[src/rtl/calc_pkg.sv]
// ---------------------------------------------------------------------------
// calc_pkg
// Shared types and constants for the keypad calculator controller:
//   state_t   : controller FSM states (encoding is exported on state_dbg)
//   op_t      : operator encoding driven on op_code
//   KEY_*     : keypad codes for the non-digit keys
//   is_digit / is_op / key_to_op : key classification helpers
// ---------------------------------------------------------------------------
package calc_pkg;

    typedef enum logic [2:0] {
        ST_ENTER_A = 3'd0,
        ST_OP_WAIT = 3'd1,
        ST_ENTER_B = 3'd2,
        ST_COMPUTE = 3'd3,
        ST_RESULT  = 3'd4,
        ST_ERROR   = 3'd5
    } state_t;

    typedef enum logic [1:0] {
        OP_ADD = 2'd0,
        OP_SUB = 2'd1,
        OP_MUL = 2'd2
    } op_t;

    localparam logic [3:0] KEY_ADD = 4'hA;
    localparam logic [3:0] KEY_SUB = 4'hB;
    localparam logic [3:0] KEY_MUL = 4'hC;
    localparam logic [3:0] KEY_CLR = 4'hD;
    localparam logic [3:0] KEY_CE  = 4'hE;
    localparam logic [3:0] KEY_EQ  = 4'hF;

    function automatic logic is_digit(input logic [3:0] key);
        return (key <= 4'd9);
    endfunction

    function automatic logic is_op(input logic [3:0] key);
        return (key == KEY_ADD) || (key == KEY_SUB) || (key == KEY_MUL);
    endfunction

    function automatic op_t key_to_op(input logic [3:0] key);
        case (key)
            KEY_SUB: return OP_SUB;
            KEY_MUL: return OP_MUL;
            default: return OP_ADD;
        endcase
    endfunction

endpackage

[src/rtl/calc_seq_mult.sv]
// ---------------------------------------------------------------------------
// calc_seq_mult
// Sequential signed multiplier: shift-add on operand magnitudes, one partial
// product bit per cycle, sign applied to the final sum.
//   i_clk, i_rst_n : clock, asynchronous active-low reset
//   i_start        : one-cycle pulse; operands are captured on this edge
//   i_a, i_b       : signed operands
//   o_done         : high in the last of WIDTH cycles (counting the start
//                    cycle); o_product/o_overflow are valid in that cycle
//   o_product      : signed 2*WIDTH-bit product
//   o_overflow     : product does not fit in a signed WIDTH-bit value
// ---------------------------------------------------------------------------
module calc_seq_mult #(
    parameter int WIDTH = 16
) (
    input  logic                      i_clk,
    input  logic                      i_rst_n,
    input  logic                      i_start,
    input  logic signed [WIDTH-1:0]   i_a,
    input  logic signed [WIDTH-1:0]   i_b,
    output logic                      o_done,
    output logic signed [2*WIDTH-1:0] o_product,
    output logic                      o_overflow
);

    localparam int CW = $clog2(WIDTH) + 1;

    logic [WIDTH-1:0]   w_mag_a;
    logic [WIDTH-1:0]   w_mag_b;
    logic [2*WIDTH-1:0] w_acc_next;

    logic [2*WIDTH-1:0] r_acc;
    logic [2*WIDTH-1:0] r_mcand;
    logic [WIDTH-1:0]   r_mplier;
    logic [CW-1:0]      r_cnt;
    logic               r_busy;
    logic               r_neg;

    // Most-negative input maps to 2^(WIDTH-1), which is correct read unsigned.
    assign w_mag_a = i_a[WIDTH-1] ? $unsigned(-i_a) : $unsigned(i_a);
    assign w_mag_b = i_b[WIDTH-1] ? $unsigned(-i_b) : $unsigned(i_b);

    assign w_acc_next = r_acc + (r_mplier[0] ? r_mcand : '0);

    // Bit 0 is consumed on the start edge, so the last bit is added
    // combinationally while r_cnt == WIDTH-1; the result is ready without
    // an extra cycle.
    assign o_done    = r_busy && (r_cnt == CW'(WIDTH - 1));
    assign o_product = r_neg ? -$signed(w_acc_next) : $signed(w_acc_next);

    // Fits in WIDTH bits only if the top WIDTH+1 bits are all equal.
    assign o_overflow = ~((&o_product[2*WIDTH-1:WIDTH-1]) |
                          ~(|o_product[2*WIDTH-1:WIDTH-1]));

    always_ff @(posedge i_clk or negedge i_rst_n) begin
        if (!i_rst_n) begin
            r_acc    <= '0;
            r_mcand  <= '0;
            r_mplier <= '0;
            r_cnt    <= '0;
            r_busy   <= 1'b0;
            r_neg    <= 1'b0;
        end else if (i_start) begin
            r_acc    <= w_mag_b[0] ? {{WIDTH{1'b0}}, w_mag_a} : '0;
            r_mcand  <= {{(WIDTH-1){1'b0}}, w_mag_a, 1'b0};
            r_mplier <= w_mag_b >> 1;
            r_cnt    <= CW'(1);
            r_busy   <= 1'b1;
            r_neg    <= i_a[WIDTH-1] ^ i_b[WIDTH-1];
        end else if (r_busy) begin
            r_acc    <= w_acc_next;
            r_mcand  <= r_mcand << 1;
            r_mplier <= r_mplier >> 1;
            r_cnt    <= r_cnt + CW'(1);
            if (o_done) begin
                r_busy <= 1'b0;
            end
        end
    end

endmodule

[src/rtl/calc_controller.sv]
// ---------------------------------------------------------------------------
// calc_controller
// Keypad calculator sequencer: key edge detection, decimal operand entry,
// operator selection, add/sub/mul evaluation, chaining and overflow error.
//   clock, reset_n : system clock, asynchronous active-low reset
//   keycode        : key code, meaningful while keypressed is high
//   keypressed     : level, high while a key is held (clock-synchronous)
//   disp_value     : signed value for the display (A, B, R or 0 by state)
//   op_code        : current operator (0 add, 1 sub, 2 mul)
//   busy           : high for every COMPUTE cycle
//   error          : overflow latched, cleared by the clear-all key
//   state_dbg      : FSM state encoding
// Key events are one-per-press: rising edge of keypressed. An event seen in
// cycle N is reflected on every register and output in cycle N+1.
// ---------------------------------------------------------------------------
module calc_controller
    import calc_pkg::*;
#(
    parameter int WIDTH      = 16,
    parameter int MAX_DIGITS = 4
) (
    input  logic                    clock,
    input  logic                    reset_n,
    input  logic [3:0]              keycode,
    input  logic                    keypressed,
    output logic signed [WIDTH-1:0] disp_value,
    output logic [1:0]              op_code,
    output logic                    busy,
    output logic                    error,
    output logic [2:0]              state_dbg
);

    localparam int DW = $clog2(MAX_DIGITS + 1);

    // Registered state
    state_t           r_state;
    logic [WIDTH-1:0] r_a;
    logic [WIDTH-1:0] r_b;
    logic [WIDTH-1:0] r_r;
    op_t              r_op;
    logic             r_pend_valid;
    op_t              r_pend_op;
    logic [DW-1:0]    r_a_cnt;
    logic [DW-1:0]    r_b_cnt;
    logic             r_key_prev;
    logic             r_mul_start;
    logic [WIDTH-1:0] r_disp;
    logic             r_busy;
    logic             r_error;

    // Next-state values
    state_t           w_state_nxt;
    logic [WIDTH-1:0] w_a_nxt;
    logic [WIDTH-1:0] w_b_nxt;
    logic [WIDTH-1:0] w_r_nxt;
    op_t              w_op_nxt;
    logic             w_pend_valid_nxt;
    op_t              w_pend_op_nxt;
    logic [DW-1:0]    w_a_cnt_nxt;
    logic [DW-1:0]    w_b_cnt_nxt;
    logic             w_mul_start_nxt;
    logic [WIDTH-1:0] w_disp_nxt;

    // Datapath
    logic                      w_event;
    logic [WIDTH-1:0]          w_digit;
    logic [WIDTH:0]            w_sum;
    logic                      w_sum_ovf;
    logic                      w_mul_done;
    logic signed [2*WIDTH-1:0] w_mul_product;
    logic                      w_mul_ovf;
    logic                      w_mul_fits;
    logic                      w_calc_done;
    logic                      w_calc_ovf;
    logic [WIDTH-1:0]          w_calc_res;

    // X*10 + d without a multiplier.
    function automatic logic [WIDTH-1:0] append_digit(input logic [WIDTH-1:0] x,
                                                      input logic [WIDTH-1:0] d);
        return (x << 3) + (x << 1) + d;
    endfunction

    assign w_event = keypressed & ~r_key_prev;
    assign w_digit = {{(WIDTH-4){1'b0}}, keycode};

    // Add/sub in WIDTH+1 bits: overflow when the two top bits disagree.
    always_comb begin
        if (r_op == OP_SUB) begin
            w_sum = {r_a[WIDTH-1], r_a} - {r_b[WIDTH-1], r_b};
        end else begin
            w_sum = {r_a[WIDTH-1], r_a} + {r_b[WIDTH-1], r_b};
        end
    end
    assign w_sum_ovf = w_sum[WIDTH] ^ w_sum[WIDTH-1];

    calc_seq_mult #(
        .WIDTH(WIDTH)
    ) u_mult (
        .i_clk      (clock),
        .i_rst_n    (reset_n),
        .i_start    (r_mul_start),
        .i_a        (r_a),
        .i_b        (r_b),
        .o_done     (w_mul_done),
        .o_product  (w_mul_product),
        .o_overflow (w_mul_ovf)
    );

    // The truncated product must sign-extend back to the full product.
    assign w_mul_fits = (w_mul_product ==
                         {{WIDTH{w_mul_product[WIDTH-1]}}, w_mul_product[WIDTH-1:0]});

    always_comb begin
        if (r_op == OP_MUL) begin
            w_calc_done = w_mul_done;
            w_calc_ovf  = w_mul_ovf | ~w_mul_fits;
            w_calc_res  = w_mul_product[WIDTH-1:0];
        end else begin
            w_calc_done = 1'b1;
            w_calc_ovf  = w_sum_ovf;
            w_calc_res  = w_sum[WIDTH-1:0];
        end
    end

    // Next-state logic
    always_comb begin
        w_state_nxt      = r_state;
        w_a_nxt          = r_a;
        w_b_nxt          = r_b;
        w_r_nxt          = r_r;
        w_op_nxt         = r_op;
        w_pend_valid_nxt = r_pend_valid;
        w_pend_op_nxt    = r_pend_op;
        w_a_cnt_nxt      = r_a_cnt;
        w_b_cnt_nxt      = r_b_cnt;
        w_mul_start_nxt  = 1'b0;

        if (w_event && (r_state != ST_COMPUTE) && (keycode == KEY_CLR)) begin
            w_state_nxt      = ST_ENTER_A;
            w_a_nxt          = '0;
            w_b_nxt          = '0;
            w_r_nxt          = '0;
            w_op_nxt         = OP_ADD;
            w_pend_valid_nxt = 1'b0;
            w_a_cnt_nxt      = '0;
            w_b_cnt_nxt      = '0;
        end else begin
            case (r_state)
                ST_ENTER_A: begin
                    if (w_event) begin
                        if (is_digit(keycode)) begin
                            if (r_a_cnt < DW'(MAX_DIGITS)) begin
                                w_a_nxt     = append_digit(r_a, w_digit);
                                w_a_cnt_nxt = r_a_cnt + DW'(1);
                            end
                        end else if (is_op(keycode)) begin
                            w_op_nxt    = key_to_op(keycode);
                            w_state_nxt = ST_OP_WAIT;
                        end else if (keycode == KEY_CE) begin
                            w_a_nxt     = '0;
                            w_a_cnt_nxt = '0;
                        end
                    end
                end
                ST_OP_WAIT: begin
                    if (w_event) begin
                        if (is_digit(keycode)) begin
                            w_b_nxt     = w_digit;
                            w_b_cnt_nxt = DW'(1);
                            w_state_nxt = ST_ENTER_B;
                        end else if (is_op(keycode)) begin
                            w_op_nxt = key_to_op(keycode);
                        end
                    end
                end
                ST_ENTER_B: begin
                    if (w_event) begin
                        if (is_digit(keycode)) begin
                            if (r_b_cnt < DW'(MAX_DIGITS)) begin
                                w_b_nxt     = append_digit(r_b, w_digit);
                                w_b_cnt_nxt = r_b_cnt + DW'(1);
                            end
                        end else if (keycode == KEY_CE) begin
                            w_b_nxt     = '0;
                            w_b_cnt_nxt = '0;
                        end else if ((keycode == KEY_EQ) || is_op(keycode)) begin
                            // An operator key both evaluates and chains.
                            w_state_nxt      = ST_COMPUTE;
                            w_pend_valid_nxt = is_op(keycode);
                            w_pend_op_nxt    = key_to_op(keycode);
                            w_mul_start_nxt  = (r_op == OP_MUL);
                        end
                    end
                end
                ST_COMPUTE: begin
                    if (w_calc_done) begin
                        if (w_calc_ovf) begin
                            w_state_nxt = ST_ERROR;
                        end else if (r_pend_valid) begin
                            w_r_nxt          = w_calc_res;
                            w_a_nxt          = w_calc_res;
                            w_op_nxt         = r_pend_op;
                            w_pend_valid_nxt = 1'b0;
                            w_state_nxt      = ST_OP_WAIT;
                        end else begin
                            w_r_nxt     = w_calc_res;
                            w_state_nxt = ST_RESULT;
                        end
                    end
                end
                ST_RESULT: begin
                    if (w_event) begin
                        if (is_digit(keycode)) begin
                            w_a_nxt     = w_digit;
                            w_a_cnt_nxt = DW'(1);
                            w_state_nxt = ST_ENTER_A;
                        end else if (is_op(keycode)) begin
                            w_a_nxt     = r_r;
                            w_op_nxt    = key_to_op(keycode);
                            w_state_nxt = ST_OP_WAIT;
                        end
                    end
                end
                default: begin
                    // ST_ERROR: only clear-all leaves, handled above.
                end
            endcase
        end

        case (w_state_nxt)
            ST_ENTER_A, ST_OP_WAIT: w_disp_nxt = w_a_nxt;
            ST_ENTER_B, ST_COMPUTE: w_disp_nxt = w_b_nxt;
            ST_RESULT:              w_disp_nxt = w_r_nxt;
            default:                w_disp_nxt = '0;
        endcase
    end

    // FSM, datapath and registered outputs
    always_ff @(posedge clock or negedge reset_n) begin
        if (!reset_n) begin
            r_state      <= ST_ENTER_A;
            r_a          <= '0;
            r_b          <= '0;
            r_r          <= '0;
            r_op         <= OP_ADD;
            r_pend_valid <= 1'b0;
            r_pend_op    <= OP_ADD;
            r_a_cnt      <= '0;
            r_b_cnt      <= '0;
            // A key already held when reset releases must not count.
            r_key_prev   <= 1'b1;
            r_mul_start  <= 1'b0;
            r_disp       <= '0;
            r_busy       <= 1'b0;
            r_error      <= 1'b0;
        end else begin
            r_state      <= w_state_nxt;
            r_a          <= w_a_nxt;
            r_b          <= w_b_nxt;
            r_r          <= w_r_nxt;
            r_op         <= w_op_nxt;
            r_pend_valid <= w_pend_valid_nxt;
            r_pend_op    <= w_pend_op_nxt;
            r_a_cnt      <= w_a_cnt_nxt;
            r_b_cnt      <= w_b_cnt_nxt;
            r_key_prev   <= keypressed;
            r_mul_start  <= w_mul_start_nxt;
            r_disp       <= w_disp_nxt;
            r_busy       <= (w_state_nxt == ST_COMPUTE);
            r_error      <= (w_state_nxt == ST_ERROR);
        end
    end

    assign disp_value = r_disp;
    assign op_code    = r_op;
    assign busy       = r_busy;
    assign error      = r_error;
    assign state_dbg  = r_state;

endmodule

[config.mk]
export PLATFORM = sky130hd
export DESIGN_NAME = calc_controller
export DESIGN_NICKNAME = d
export VERILOG_FILES = /design/src/rtl/calc_pkg.sv /design/src/rtl/calc_seq_mult.sv /design/src/rtl/calc_controller.sv
export SDC_FILE = /design/constraint.sdc
export NUM_CORES = 1
export LEC_CHECK = 0
export CAP_MARGIN = 15
export CORE_UTILIZATION = 50
export CTS_BUF_LIST = sky130_fd_sc_hd__clkbuf_8
export DETAILED_ROUTE_END_ITERATION = 8
export PLACE_DENSITY = 0.66
export SYNTH_ARGS = -nofsm -noshare
export SYNTH_HDL_FRONTEND = slang
export SYNTH_SLANG_ARGS = --single-unit
[constraint.sdc]
create_clock -name clock -period 16.7 [get_ports clock]
set_input_delay 2.505 -clock clock [delete_from_list [all_inputs] [get_ports clock]]
set_output_delay 2.505 -clock clock [all_outputs]
set_load 0.03 [all_outputs]
# After elaboration in Yosys (flattened, before gate mapping)
# Cells that the tools add are included.
# totals
register_bits	169
input_bits	7
output_inout_bits	23
word_cells	210
# classes
add_sub_neg	13
order_cmp	3
eq_ne	40
muxes	99
n_bitwise	12
reduce_logical	23
# ops
cell	count
$mux 16	29
$mux 32	6
$pmux 16 s3	2
$mux 3	27
$ne 3x3->1 const B	13
$add 16x16->16	2
$add 16x4->16	2
$add 32x32->32	1
$neg 16->16	2
$neg 32->32	1
$pmux 16 s2	1
$eq 4x4->1 const B	6
$reduce_and 7->1	3
$ne 4x4->1 const B	5
$mux 1	18
$add 16x16->17	1
$mux 17	1
$reduce_and 17->1	1
$reduce_or 17->1	1
$sub 16x16->17	1
$eq 16x16->1	1
$pmux 3 s5	1
$mux 2	7
$eq 3x2->1 const B	4
27 further kinds	54

# Logic depth before layout (Yosys ltp)
# depth
word_depth	17
depth_mapped	25
depth_no_buf	24

# By module
# Synthesis repeated with hierarchy kept, for this count alone.
# unflattened
cells_unflattened	1743
area_unflattened_um2	14616.5
# modules_own_cells
mod	n_inst	cells_per_inst	area_each_um2	seq_area_each_um2
calc_controller	1	888	7413.4	2053.2
calc_seq_mult	1	855	7203.2	2127.0

# Worst setup path after synthesis
# OpenSTA, ideal clock, no wires.
# synth_timing
path_type	input-to-reg
startpoint	in keycode[3]
endpoint	reg r_disp[13], in the netlist disp_value[13]
setup_ps	126
t_arrival_ps	5971
t_required_ps	16574
path_slack_ps	10603
stages	17
path_buffers	0
path_cell_list	fa_1 -> ha_1 -> a21o_1 -> a21oi_1 -> o21ai_0 -> a21oi_1 -> o21ai_0 -> a21oi_1 -> o21bai_1 -> a2111o_1 -> nand2_1 -> xnor2_1 -> mux2_2 -> a222oi_1 -> o21ai_0 -> o211a_1 -> a221o_1
# synth_via
elab_chain_cells	13
word_cells_on_any_way	53
cone_classes	2 x add/sub; 1 x order compare; 10 x eq/ne; 33 x mux; 7 x reduce/logical
# synth_lines
element	line_no	text
start, declared	calc_controller.sv:24	input logic [3:0] keycode,
$eq 4x4->1	calc_pkg.sv:38	return (key == KEY_ADD) || (key == KEY_SUB) || (key == KEY_MUL);
$logic_or 1x1->1 (2 in series)	calc_pkg.sv:38	
$logic_or 1x1->1	calc_controller.sv:186	end else if ((keycode == KEY_EQ) || is_op(keycode)) begin
$mux 3	calc_controller.sv:186	
$mux 3	calc_controller.sv:183	end else if (keycode == KEY_CE) begin
$mux 3	calc_controller.sv:178	if (is_digit(keycode)) begin
$mux 3	calc_controller.sv:177	if (w_event) begin
$pmux 3 s5	calc_controller.sv:148	case (r_state)
$mux 3	calc_controller.sv:138	if (w_event && (r_state != ST_COMPUTE) && (keycode == KEY_CLR)) begin
$eq 3x2->1 (tied with other cells)	calc_controller.sv:230	case (w_state_nxt)
$reduce_or 2->1	calc_controller.sv:230	
$pmux 16 s3 (*)	calc_controller.sv:230	
via w_disp_nxt[13]	calc_controller.sv:62	logic [WIDTH-1:0] w_disp_nxt;
end signal, assigned	calc_controller.sv:268	r_disp <= w_disp_nxt;
end, declared	calc_controller.sv:47	logic [WIDTH-1:0] r_disp;
# The timed path passes the listed nets; every way through them passes the cells marked *.
# A chain may end at the register's enable or synchronous reset.

# Final worst setup path
# layout_timing
startpoint	reg u_mult.r_mplier[0]
endpoint	reg r_disp[7], in the netlist disp_value[7]
# layout_via
word_cells_on_any_way	35
cone_classes	2 x add/sub; 5 x eq/ne; 18 x mux; 5 x bitwise; 5 x reduce/logical
# layout_rtl
element	line_no	text
start, declared	calc_seq_mult.sv:34	logic [WIDTH-1:0] r_mplier;
start signal, assigned	calc_seq_mult.sv:66	r_mplier <= w_mag_b >> 1;
start signal, assigned	calc_seq_mult.sv:73	r_mplier <= r_mplier >> 1;
$mux 32 (*)	calc_seq_mult.sv:43	assign w_acc_next = r_acc + (r_mplier[0] ? r_mcand : '0);
$add 32x32->32 (*)	calc_seq_mult.sv:43	
$neg 32->32	calc_seq_mult.sv:49	assign o_product = r_neg ? -$signed(w_acc_next) : $signed(w_acc_next);
$mux 32 (*)	calc_seq_mult.sv:49	
$reduce_or 17->1	calc_seq_mult.sv:53	~(|o_product[2*WIDTH-1:WIDTH-1]));
$not 1->1	calc_seq_mult.sv:53	
$or 1x1->1	calc_seq_mult.sv:52	assign o_overflow = ~((&o_product[2*WIDTH-1:WIDTH-1]) |
$not 1->1	calc_seq_mult.sv:52	
$or 1x1->1	calc_controller.sv:116	w_calc_ovf = w_mul_ovf | ~w_mul_fits;
$mux 1	calc_controller.sv:114	if (r_op == OP_MUL) begin
$mux 16 (*)	calc_controller.sv:197	if (w_calc_ovf) begin
$mux 16 (*)	calc_controller.sv:196	if (w_calc_done) begin
$pmux 16 s3 (*)	calc_controller.sv:148	
$mux 16 (*)	calc_controller.sv:138	
via w_a_nxt[7]	calc_controller.sv:53	logic [WIDTH-1:0] w_a_nxt;
$pmux 16 s3 (*)	calc_controller.sv:230	
via w_disp_nxt[7]	calc_controller.sv:62	
# Marked as above.

==> run metrics <==
crit start category=register; Fin Setup TNS=0 ns; Bufs on Longest Clock Path=2; core area=around 29000 sq um; port bufs=29; Tot Pwr=2.01 mW; count of different cell masters after synthesis=91; H-tree depth=4; gr usage total=0.307; fin. max-slew vios=0; later-pin clock latency in the skew report=0.52 ns; commonest non-fill, non-tap cell in the layout=nand2_1; Post-Syn Instances=1758; Place WS=9.43 ns; ys async rst share=1.00; max cap viols=0; DRC=0; die width=173 microns; hold_buf cts=0; CP arrival=7.60 ns; fin crit share=0.431; final wirelength=between 40 and 50 mm; Area Overhead vs Synth=6.29%; Crit Path Max Fanout=12; vias=13600; number of global-route vias before repair=13200; Worst Path Required=17.10 ns; Slew headroom=0.164; Synth area leader=dfrtp_1; top-area cell type share of the netlist area=0.284; Final ANT Viol Nets=0; Final Non-Filler Cells=~2100; VDD IR max=between 0.00009 and 0.0001 V; clock sinks=167; Rows=a little over 60; placed instance count=roughly 2100; CTS tree=done; vias per cell=between 6 and 7; hold crit path type=register to register; minimum clock period=7.19 ns; commonest cells after routing, fill and taps aside=nand2_1 (184), dfrtp_1 (164), nor2_1 (158); Post-CTS Resized=0; syn_area_per_cell=8.31 sq um; Setup violations, final=0; layout cells sized above 1=0.0523; Least-Margin Pin Slew=1.24 ns; Max Clk Rate=between 0.1 and 0.15 GHz; die height=173 microns; grt ovf=0; final hold vios=0; final net count=between 1500 and 2000; Power Dens Cells=~130 nW/um^2; Final GP Congestion=0.950; Initial Util=0.509; setup bufs post-CTS=0; Synth Flop Type=dfrtp_1; Layout Skew=roughly 0.024 ns; initial antenna violation count=0; sequential element share of the synthesized area=0.286; final core occ=0.541; Pre-antenna DRT Iters=7; Post-synth EDFFs=0; Seq cells post-synth=approximately 170; PnR worst setup slack=about 9.5 ns; CTS Buf Count=17; clock root buffer=clkbuf_8; Iteration-0 DRC Markers=1288; largest net degree at the start of global routing=96; Avg WL per Cell=between 20 and 25 microns; Synth area leaders=dfrtp_1 (28%), ha_1 (9.3%), mux2i_1 (4.9%); HPWL Detailed=roughly 33 mm; Mapped Area=14600 sq um; Clock transition at path regs=0.10 ns; IO Count=30; critical path type=register to register; first-pass GRT wire length=72.3 mm; leakage power=7.13 nW; Ant. Diodes=0; crit end category=register; Yosys warnings=0; syn_nets=1880; status=finished, final reports clean; Die ar.=around 30000 sq um; RSZ-0062 raised after global routing=false
## worst max-delay path, cell delays in order (launching register included)
cell and delay, ns:
dfrtp_1 0.46, and2_1 0.17, ha_1 0.22, fa_1 0.42, a21o_1 0.24, a221oi_4 0.44
o21ai_1 0.24, o221a_2 0.36, nor4_2 0.41, nand3_1 0.37, o21ai_0 0.31, xnor2_1 0.18
ha_1 0.27, nor3_1 0.24, nand2_1 0.08, nor2_1 0.10, o2111ai_1 0.13, nor4_1 0.31
nand4_2 0.26, a31oi_2 0.86, o22ai_1 0.26, a221o_1 0.42, a221o_1 0.32
## kinds of logic after synthesis
kind of cell	after synthesis	synth area share
xor gates and xnor gates	130	0.0794
and+or+nand+nor	582	0.193
muxes	79	0.0547
adders and majority gates	115	0.102
AOI/OAI and AO/OA	537	0.247
buffers and inverters	148	0.0387
DFF	167	0.286
## stage by stage
stage | hold WS, ns | cell area (sq um)
2_1_floorplan | 0.456 | 14600
3_3_place_gp | 0.481 | 15200
3_5_place_dp | 0.492 | 15200
4_1_cts | 0.515 | 15500
5_1_grt | 0.526 | 15500
6_report | 0.513 | 15500
## area by class of cell
| class | count | area [sq um] |
|---|---|---|
| tap | 384 | 480 |
| timing repair buffer | 46 | 419 |
| inverter | 53 | 199 |
| clock buffer | 21 | 289 |
| fill | 2729 | 13200 |
| multi-input combinational | 1443 | 9880 |
| clock inverter | 10 | 81.3 |
| sequential | 167 | 4190 |
## per-layer routing
| metal | track usage | up-vias | share of wire |
|---|---|---|---|
| met1 | 0.390 | 6538 | 0.42 |
| met3 | 0.0431 | 127 | 0.055 |
| met2 | 0.506 | 524 | 0.47 |
| met4 | 0.163 | 0 | 0.049 |
| li1 | - | 6379 | - |
| met5 | 0 | - | 0 |
## path summary, 6_finish.rpt
path                                    to                from  cells past startpoint  slack, ns
max reg2reg                  disp_value[7]  u_mult.r_mplier[0]                     22       9.51
max                          disp_value[7]  u_mult.r_mplier[0]                     22       9.51
max in group asynchronous      r_mul_start             reset_n                      2      12.96
min                             r_b_cnt[1]          r_b_cnt[1]                      1       0.51
min in group asynchronous  u_mult.r_cnt[2]             reset_n                      1       2.07
min reg2reg                     r_b_cnt[1]          r_b_cnt[1]                      1       0.51
## cell usage after synthesis (25+ instances only)
master and number:
a211oi_1 38, a21o_1 27, a21oi_1 128, and2_1 48
clkbuf_1 82, dfrtp_1 166, ha_1 109, inv_1 52
mux2i_1 72, nand2_1 184, nor2_1 159, nor2b_1 25
nor3_1 35, o21ai_0 110, o22ai_1 25, xnor2_1 72
xor2_1 56
## where the power goes
part / internal [mW] / leakage [nW] / switching [mW]
clock network: 0.131 / 0.202 / 0.163
registers: 0.464 / 2.28 / 0.114
logic: 0.416 / 4.65 / 0.726
## registers in the layout, summed over array words and instances (netlist names)
name and count:
u_mult.r_acc 32, u_mult.r_mcand 31, disp_value 16, r_a 16
r_b 16, r_r 16, u_mult.r_mplier 15, u_mult.r_cnt 5
r_a_cnt 3, r_b_cnt 3, state_dbg 3, op_code 2
r_pend_op 2, busy 1, error 1, r_key_prev 1
r_mul_start 1, r_pend_valid 1, u_mult.r_busy 1, u_mult.r_neg 1
Power figures use the tool's default switching activity.
